[src/rtl/booth_pkg.sv]
// Shared Booth radix-4 types and helpers for the multiplier stages.
// Optional split-negative row form selected by BOOTH_SPLIT_NEG_EN (see booth_pp_streamer).
package booth_pkg;

    typedef enum logic [2:0] {ZERO, P1, P2, M1, M2} booth_digit_t;

    typedef enum logic {IDLE, EMIT} pp_state_t;

    function automatic int rows(input int width);
        return width / 2;
    endfunction

    // Triplet is {b[2i+1], b[2i], b[2i-1]}; 000 and 111 both decode to ZERO.
    function automatic booth_digit_t booth_decode(input logic [2:0] triplet);
        booth_digit_t digit;
        case (triplet)
            3'b001, 3'b010: digit = P1;
            3'b011:         digit = P2;
            3'b100:         digit = M2;
            3'b101, 3'b110: digit = M1;
            default:        digit = ZERO;
        endcase
        return digit;
    endfunction

endpackage

[src/rtl/booth_digit_enc.sv]
// Combinational Booth digit encoder: triplet -> {zero, two, neg}.
module booth_digit_enc
    import booth_pkg::*;
(
    input  logic [2:0] triplet,
    output logic       zero,
    output logic       two,
    output logic       neg
);

    booth_digit_t digit;

    always_comb begin
        digit = booth_decode(triplet);
        zero  = (digit == ZERO);
        two   = (digit == P2) || (digit == M2);
        neg   = (digit == M1) || (digit == M2);
    end

endmodule

[src/rtl/booth_pp_streamer.sv]
// Radix-4 Booth partial-product streamer: one operand pair in, WIDTH/2 rows out.
// Define BOOTH_SPLIT_NEG_EN for one's-complement negative rows with pp_neg as the +1 carry-in.
module booth_pp_streamer
    import booth_pkg::*;
#(
    parameter int WIDTH = 16
) (
    input  logic                       clk,
    input  logic                       rst,
    input  logic                       in_valid,
    output logic                       in_ready,
    input  logic [WIDTH-1:0]           in_a,
    input  logic [WIDTH-1:0]           in_b,
    output logic                       pp_valid,
    input  logic                       pp_ready,
    output logic [2*WIDTH-1:0]         pp_row,
    output logic [$clog2(WIDTH/2)-1:0] pp_idx,
    output logic                       pp_neg,
    output logic                       pp_last
);

    localparam int ROWS  = rows(WIDTH);
    localparam int IDX_W = $clog2(ROWS);
    localparam int PW    = 2 * WIDTH;
    localparam logic [IDX_W-1:0] LAST_IDX = IDX_W'(ROWS - 1);

    pp_state_t        state_q, state_d;
    logic [WIDTH-1:0] a_q, a_d;
    logic [WIDTH-1:0] b_q, b_d;
    logic [IDX_W-1:0] idx_q, idx_d;
    logic [PW-1:0]    row_q, row_d;
    logic             neg_q, neg_d;
    logic             last_q, last_d;

    logic             from_bus;
    logic [WIDTH-1:0] src_a;
    logic [WIDTH-1:0] src_b;
    logic [IDX_W-1:0] src_idx;
    logic [IDX_W:0]   shamt;
    logic [WIDTH:0]   b_ext;
    logic [2:0]       triplet;
    logic             dig_zero;
    logic             dig_two;
    logic             dig_neg;
    logic [PW-1:0]    a_ext;
    logic [PW-1:0]    mag;
    logic [PW-1:0]    shifted;
    logic [PW-1:0]    row_form;

    booth_digit_enc u_enc (
        .triplet (triplet),
        .zero    (dig_zero),
        .two     (dig_two),
        .neg     (dig_neg)
    );

    // Single row former: in IDLE it builds row 0 straight from the input bus so
    // the row is registered on the accept edge; in EMIT it builds row idx+1.
    always_comb begin
        from_bus = (state_q == IDLE);
        src_a    = from_bus ? in_a : a_q;
        src_b    = from_bus ? in_b : b_q;
        src_idx  = from_bus ? '0 : idx_q + IDX_W'(1);
        shamt    = {src_idx, 1'b0};
        b_ext    = {src_b, 1'b0};
        triplet  = 3'(b_ext >> shamt);
        a_ext    = {{WIDTH{src_a[WIDTH-1]}}, src_a};
        mag      = dig_zero ? '0 : (dig_two ? (a_ext << 1) : a_ext);
        shifted  = mag << shamt;
`ifdef BOOTH_SPLIT_NEG_EN
        row_form = dig_neg ? (~shifted & ({PW{1'b1}} << shamt)) : shifted;
`else
        row_form = dig_neg ? (~shifted + PW'(1)) : shifted;
`endif
    end

    always_comb begin
        state_d = state_q;
        a_d     = a_q;
        b_d     = b_q;
        idx_d   = idx_q;
        row_d   = row_q;
        neg_d   = neg_q;
        last_d  = last_q;
        case (state_q)
            IDLE: begin
                if (in_valid) begin
                    state_d = EMIT;
                    a_d     = in_a;
                    b_d     = in_b;
                    idx_d   = '0;
                    row_d   = row_form;
                    neg_d   = dig_neg;
                    last_d  = (src_idx == LAST_IDX);
                end
            end
            EMIT: begin
                if (pp_ready) begin
                    if (last_q) begin
                        state_d = IDLE;
                        idx_d   = '0;
                        row_d   = '0;
                        neg_d   = 1'b0;
                        last_d  = 1'b0;
                    end else begin
                        idx_d   = src_idx;
                        row_d   = row_form;
                        neg_d   = dig_neg;
                        last_d  = (src_idx == LAST_IDX);
                    end
                end
            end
            default: state_d = IDLE;
        endcase
    end

    always_ff @(posedge clk) begin
        if (rst) begin
            state_q <= IDLE;
            a_q     <= '0;
            b_q     <= '0;
            idx_q   <= '0;
            row_q   <= '0;
            neg_q   <= 1'b0;
            last_q  <= 1'b0;
        end else begin
            state_q <= state_d;
            a_q     <= a_d;
            b_q     <= b_d;
            idx_q   <= idx_d;
            row_q   <= row_d;
            neg_q   <= neg_d;
            last_q  <= last_d;
        end
    end

    assign in_ready = (state_q == IDLE) && !rst;
    assign pp_valid = (state_q == EMIT);
    assign pp_row   = row_q;
    assign pp_idx   = idx_q;
    assign pp_neg   = neg_q;
    assign pp_last  = last_q;

endmodule

[config.mk]
export PLATFORM = sky130hd
export DESIGN_NAME = booth_pp_streamer
export DESIGN_NICKNAME = d
export VERILOG_FILES = /design/src/rtl/booth_pkg.sv /design/src/rtl/booth_digit_enc.sv /design/src/rtl/booth_pp_streamer.sv
export SDC_FILE = /design/constraint.sdc
export NUM_CORES = 1
export LEC_CHECK = 0
export ABC_AREA = 1
export CAP_MARGIN = 20
export CORE_ASPECT_RATIO = 0.8
export CORE_MARGIN = 2
export CORE_UTILIZATION = 60
export DETAILED_ROUTE_END_ITERATION = 10
export HOLD_SLACK_MARGIN = 0.05
export PLACE_DENSITY = 0.86
export SLEW_MARGIN = 20
export SYNTH_ARGS = -nofsm -noshare
export SYNTH_HDL_FRONTEND = slang
export SYNTH_SLANG_ARGS = --single-unit
[constraint.sdc]
create_clock -name clk -period 5.75 [get_ports clk]
set_input_delay 0.8625 -clock clk [delete_from_list [all_inputs] [get_ports clk]]
set_output_delay 0.8625 -clock clk [all_outputs]
set_load 0.05 [all_outputs]
### Word-level counts from Yosys, hierarchy flattened

Index checks and enable logic that the tools add are counted.

* shift operators: 2
* reduce and logical (&&, ||, !) cells: 9
* multiply operators: 0
* order comparisons: 0
* mux-type cells: 27
* bitwise gates (word level): 2
* eq/ne operators: 12
* div/mod/pow operators: 0
* add/subtract/negate cells: 2

Operators by type and width (number)
* $mux 32: 5
* $pmux 32 s2: 1
* $mux 16: 3
* $add 32x1->32 const B: 1
* $not 32->32: 1
* $shl 32x4->32: 1
* $shr 17x4->3: 1
* $eq 3x3->1 const B: 5
* $eq 3x2->1 const B: 4
* $mux 3: 4
* $pmux 3 s4: 1
* $mux 1: 9
* $pmux 1 s2: 3
* $pmux 3 s2: 1
* $ne 2x2->1 const B: 2
* $reduce_and 2->1: 2
* $reduce_or 2->1: 2
* $add 3x1->3 const B: 1
* $eq 3x1->1 const B: 1
* $logic_not 3->1: 1
* $logic_or 1x1->1: 2
* $logic_and 1x1->1: 1
* $logic_not 1->1: 1
* $not 1->1: 1

* bits in read-only memories: 0
* memories kept: 0
* memory bits (writable): 0
* word-level logic and storage cells: 61
* output and inout port bits: 39
* bits of input ports: 36
* latch bits: 0
* register bits: 70

### Logic depth before layout (Yosys ltp)

* depth in word-level cells: 17
* mapped depth: 28
* gate-level depth less buffers: 28

### Hierarchy

From an unflattened synthesis, not the netlist that was laid out.

* cell total of the unflattened synthesis: 834
* area total of the unflattened synthesis: 4994.8 µm²

By module, submodules not included
* booth_pp_streamer: seq. area each 1401.3 µm², cells an instance 826, times used 1, area an instance 4958.5 µm²
* booth_digit_enc: seq. area each 0.0 µm², cells an instance 8, times used 1, area an instance 36.3 µm²

### Worst setup path after synthesis

Ideal clock, no wire load.

* path type: reg-to-reg
* start point: register idx_q[1] (netlist: pp_idx[1])
* end point: register row_q[14] (netlist: pp_row[14])
* setup time: 132 ps
* required time: 5618 ps
* path slack: 2543 ps
* path buffers: 2
* clock period less this slack: 3207 ps
* arrival time: 3075 ps
* stages on the path, launching flop included: 22
* cells stage by stage: dfxtp_1 > ha_1 > nand2_2 > buf_6 > nand4_1 > nand3_1 > nand2_1 > nand2_4 > nand2_2 > inv_2 > nand2_1 > nor2_2 > nand3_1 > ha_1 > o211ai_1 > nor2_4 > nand4_1 > nand2_1 > buf_6 > xor2_2 > nand2_1 > a21oi_1

* word-level cells in the longest chain between the ends: 17
* elaborated cells between the ends (all ways): 28
* classes of those cells: 2 x add/sub; 9 x eq/ne; 2 x shift; 9 x mux; 1 x bitwise; 5 x reduce/logical

RTL lines
* start: declaration: line booth_pp_streamer.sv:30 `logic [IDX_W-1:0] idx_q, idx_d;`
* start signal: assignment: line booth_pp_streamer.sv:130 `idx_q <= idx_d;`
* $add 3x1->3 (*): line booth_pp_streamer.sv:63 `src_idx = from_bus ? '0 : idx_q + IDX_W'(1);`
* $mux 3 (*): line booth_pp_streamer.sv:63
* $shr 17x4->3: line booth_pp_streamer.sv:66 `triplet = 3'(b_ext >> shamt);`
* $eq 3x3->1 (tied with other cells): line booth_pkg.sv:16 `case (triplet)`
* $reduce_or 2->1: line booth_pkg.sv:16
* $pmux 3 s4: line booth_pkg.sv:16
* $eq 3x2->1 or $eq 3x3->1 (tied branches): line booth_digit_enc.sv:16, booth_digit_enc.sv:17
* $logic_or 1x1->1: line booth_digit_enc.sv:16 `two = (digit == P2) || (digit == M2);`
* $mux 16: line booth_pp_streamer.sv:68 `mag = dig_zero ? '0 : (dig_two ? (a_ext << 1) : a_ext);`
* $mux 32: line booth_pp_streamer.sv:68
* $shl 32x4->32: line booth_pp_streamer.sv:69 `shifted = mag << shamt;`
* $not 32->32: line booth_pp_streamer.sv:73 `row_form = dig_neg ? (~shifted + PW'(1)) : shifted;`
* $add 32x1->32: line booth_pp_streamer.sv:73
* $mux 32 (*): line booth_pp_streamer.sv:73
* $mux 32: line booth_pp_streamer.sv:99 `if (last_q) begin`
* $mux 32: line booth_pp_streamer.sv:98 `if (pp_ready) begin`
* $pmux 32 s2 (*): line booth_pp_streamer.sv:85 `case (state_q)`
* end signal: assignment: line booth_pp_streamer.sv:131 `row_q <= row_d;`
* end: declaration: line booth_pp_streamer.sv:31 `logic [PW-1:0] row_q, row_d;`

Every way passes the cells marked *; elsewhere a longest branch is shown, timed or not. The select of a mux whose other input is x is not followed.
A chain may end at the register's enable or synchronous reset.

### Worst setup path in the final report

* start point: register idx_q[0] (netlist: pp_idx[0])
* end point: register row_q[14] (netlist: pp_row[14])

The elaborated chain is that of the path after synthesis.

==> impl_metrics.toml <==
[outcome]
status = "finished, final reports clean"

[synth]
synth.distinct_cells = 46
synth_top_area_cell = "dfxtp_1"
synth_top_area_frac = 0.261
synth_ff_type = "dfxtp_1"
postSynthAreaPerCell_um2 = 6.39
ys_ff_latch = 70
netlist_instances = 842
synth_common_cells = "233 x nand2_1, 133 x nand3_1, 70 x dfxtp_1, 56 x nor2_1"
ys.warnings.count = 0
async_reset_ff_frac = 0
syn-num-nets = 880
seq_area_frac_synth = 0.261
syn_area_um2 = 5380
synth_edf_count = 0
yosysMostFrequentCell = "nand2_1"
yosys-top-cells-area = "dfxtp_1 26%, nand2_1 16%, nand3_1 12%"

[clocking]
cts_resized = 0
cts.path.max_buffers = 2
clkTransAtPathRegs_ns = 0.08
holdBufCountCts = 0
cts_tree = "done"
cts_setup_buffers = 0
cts_sinks = 70
clk-insertion-delay-late_ns = 0.36
cts_root_buffer = "clkbuf_8"
htree_levels = 3
numCtsBuffers = 9

[placement]
dp_hpwl_mm = 11.2
gp_congestion = 1.00
dp_slack_ns = 1.06
place_area_um2 = 6060
dp.cells = 988
portBuffers = 74

[min_path]
holdCritStartpoint = "pp_row[10]"
hold_end = "pp_row[10]"
min_path_cells = 2
min_path_type = "reg2reg"

[drt]
viasPerCell = 5.85
dr.pass1.iters = 9
final_antenna_net_count = 0
wl_per_cell_um = 15.2
drcViolationCount = 0
vias = 5877
totalWireLength_mm = 15.3
drt_iter0_markers = 655

[power_and_ir_drop]
peakVddDrop_mv = 0.283
p_clk_frac = 0.249
switching_share = 0.429
seq_power_share = 0.311
finalPower_mw = 1.81
comb_power_share = 0.440
p_switching_mw = 0.775
internal-power_mw = 1.03
p_per_area_nw_per_um2 = 288
p_leak_nw = 2.73

[critical_path]
worstReg2RegEnd = "pp_row[14]"
cp-start-kind = "register"
worstSetupPathType = "reg2reg"
worst_setup_path_end_kind = "register"
cp_data_arrival_time_ns = 5.06
reg2reg_setup_slack_ns = 0.91
required_ns = 5.97
reg2regPathDepth = 19
cp_max_fo = 31
reg2reg_from = "pp_idx[0]"

[global_routing]
overflow = 0
antenna_found_initial = 0
grt_pass1_vias = 5289
grt_pass1_wl_mm = 25.2
grt_max_degree = 56
grt_util_all_layers = 0.326

[timing]
hold_viol = 0
timing.final.crit_period_ns = 4.84
fmax_mhz = 206
setup_tns_ns = 0
max_slew.worst_pin.slew_ns = 0.698
fin_ws_ns = 0.905
setup_viol = 0
rsz0062_at_grt = "false"
slew_violations = 0
skew_ns = 0.0126
min_period_over_period = 0.843
relSlewSlack = 0.534

[layout]
layout.nets = 925
syn2layout_area_growth_pct = 16.7
regArea_um2 = 1400
nFillCells = 712
multi_input_comb_area_um2 = 3490
finalNonFillerCells = 1004
n_antenna_cell = 0
design_area_um2 = 6280
drive_above_1_share = 0.149

[floorplanning]
initial_utilization = 0.625
core_area_um2 = 8600
fp.dieW_um = 110
die_y_um = 88.7
dieArea_um2 = 9740
io_pins = 75
placementRows = 30

[run]
cap_violations = 0
[metal layers]
metal	wire length, um	share of wire	GRT usage
met5	0	0	0
met4	271	0.018	0.0898
met3	1290	0.084	0.0589
met2	6890	0.45	0.534
met1	6850	0.45	0.442
[final cells by class]
cell class,count,area share
Multi-Input combinational cell,663,0.556
Inverter,62,0.0375
Sequential cell,70,0.223
Clock inverter,7,0.0154
Tap cell,112,0.0223
Clock buffer,9,0.0197
Timing Repair Buffer,81,0.126
[worst max-delay path by stage]
stage                     cells after the start  startpoint    endpoint  slack, ns
after floorplan                              21   pp_idx[1]  pp_row[14]       2.54
after global placement                       19   pp_idx[0]  pp_row[20]       1.21
after detailed placement                     19   pp_idx[0]  pp_row[14]       1.06
after CTS                                    19   pp_idx[0]  pp_row[14]       1.01
after global routing                         23   pp_idx[0]  pp_row[30]       0.45
final                                        19   pp_idx[0]  pp_row[14]       0.91
[cells in the final DEF (no fill, tap or decap), types with 3 or more instances in the layout]
cell type	instances
nand2_1	233
nand4_1	18
nand3b_1	4
xor2_1	5
nand2_2	26
nand3_4	4
nand2_4	6
o21ai_0	41
dfxtp_1	70
clkdlybuf4s50_1	73
clkbuf_8	9
clkinvlp_4	3
a21oi_1	51
nor2_1	54
nand3_1	133
a211oi_1	11
a21oi_2	4
nand3_2	26
o21ai_2	5
nor2_4	9
buf_4	7
nor2_2	10
inv_2	10
inv_1	51
[registers in the layout, summed over array words and instances, names as in the netlist]
register	count
b_q	16
pp_last	1
pp_valid	1
pp_idx	3
a_q	16
pp_row	32
pp_neg	1
[power by group through the flow]
| stage | clock, mW | combinational (mW) | sequential, mW |
|---|---|---|---|
| after global placement | 0 | 0.765 | 0.570 |
| after detailed placement | 0 | 0.779 | 0.572 |
| after floorplan | 0 | 0.486 | 0.676 |
| after CTS | 0.454 | 0.784 | 0.562 |
| final | 0.450 | 0.796 | 0.562 |
| after global routing | 0.473 | 0.868 | 0.567 |
[metrics by stage]
step                hold WS [ns]   util
floorplan                  0.440      -
global placement           0.451  0.705
detailed placement         0.457  0.705
CTS                        0.469  0.730
global route               0.478  0.730
finish                     0.468  0.730
[kinds of logic (layout without fill, tap and decap cells)]
logic type / after synthesis / in the layout / synth area share
AO/OA/AOI/OAI: 121 / 121 / 0.129
XOR/XNOR: 6 / 6 / 0.0112
adder cells (fa/ha/maj): 2 / 2 / 0.00465
buffers and inverters: 109 / 159 / 0.0917
flip-flops: 70 / 70 / 0.261
AND/OR/NAND/NOR: 534 / 534 / 0.503
[critical path, stage by stage (launching register included)]
cell and delay (ns):
dfxtp_1 0.58, ha_1 0.41, nand2_2 0.56, inv_1 0.54
nand4_1 0.26, nand3_1 0.09, nand2_1 0.13, nand2_4 0.11
nand2_4 0.25, nand2_2 0.11, nand2_1 0.10, nand4_1 0.19
ha_1 0.30, o211ai_1 0.17, nor2_4 0.08, nand4_1 0.10
nand2_1 0.30, xor2_2 0.25, nand2_1 0.08, a21oi_1 0.07
Note: power is estimated with default switching activity, not from simulation.
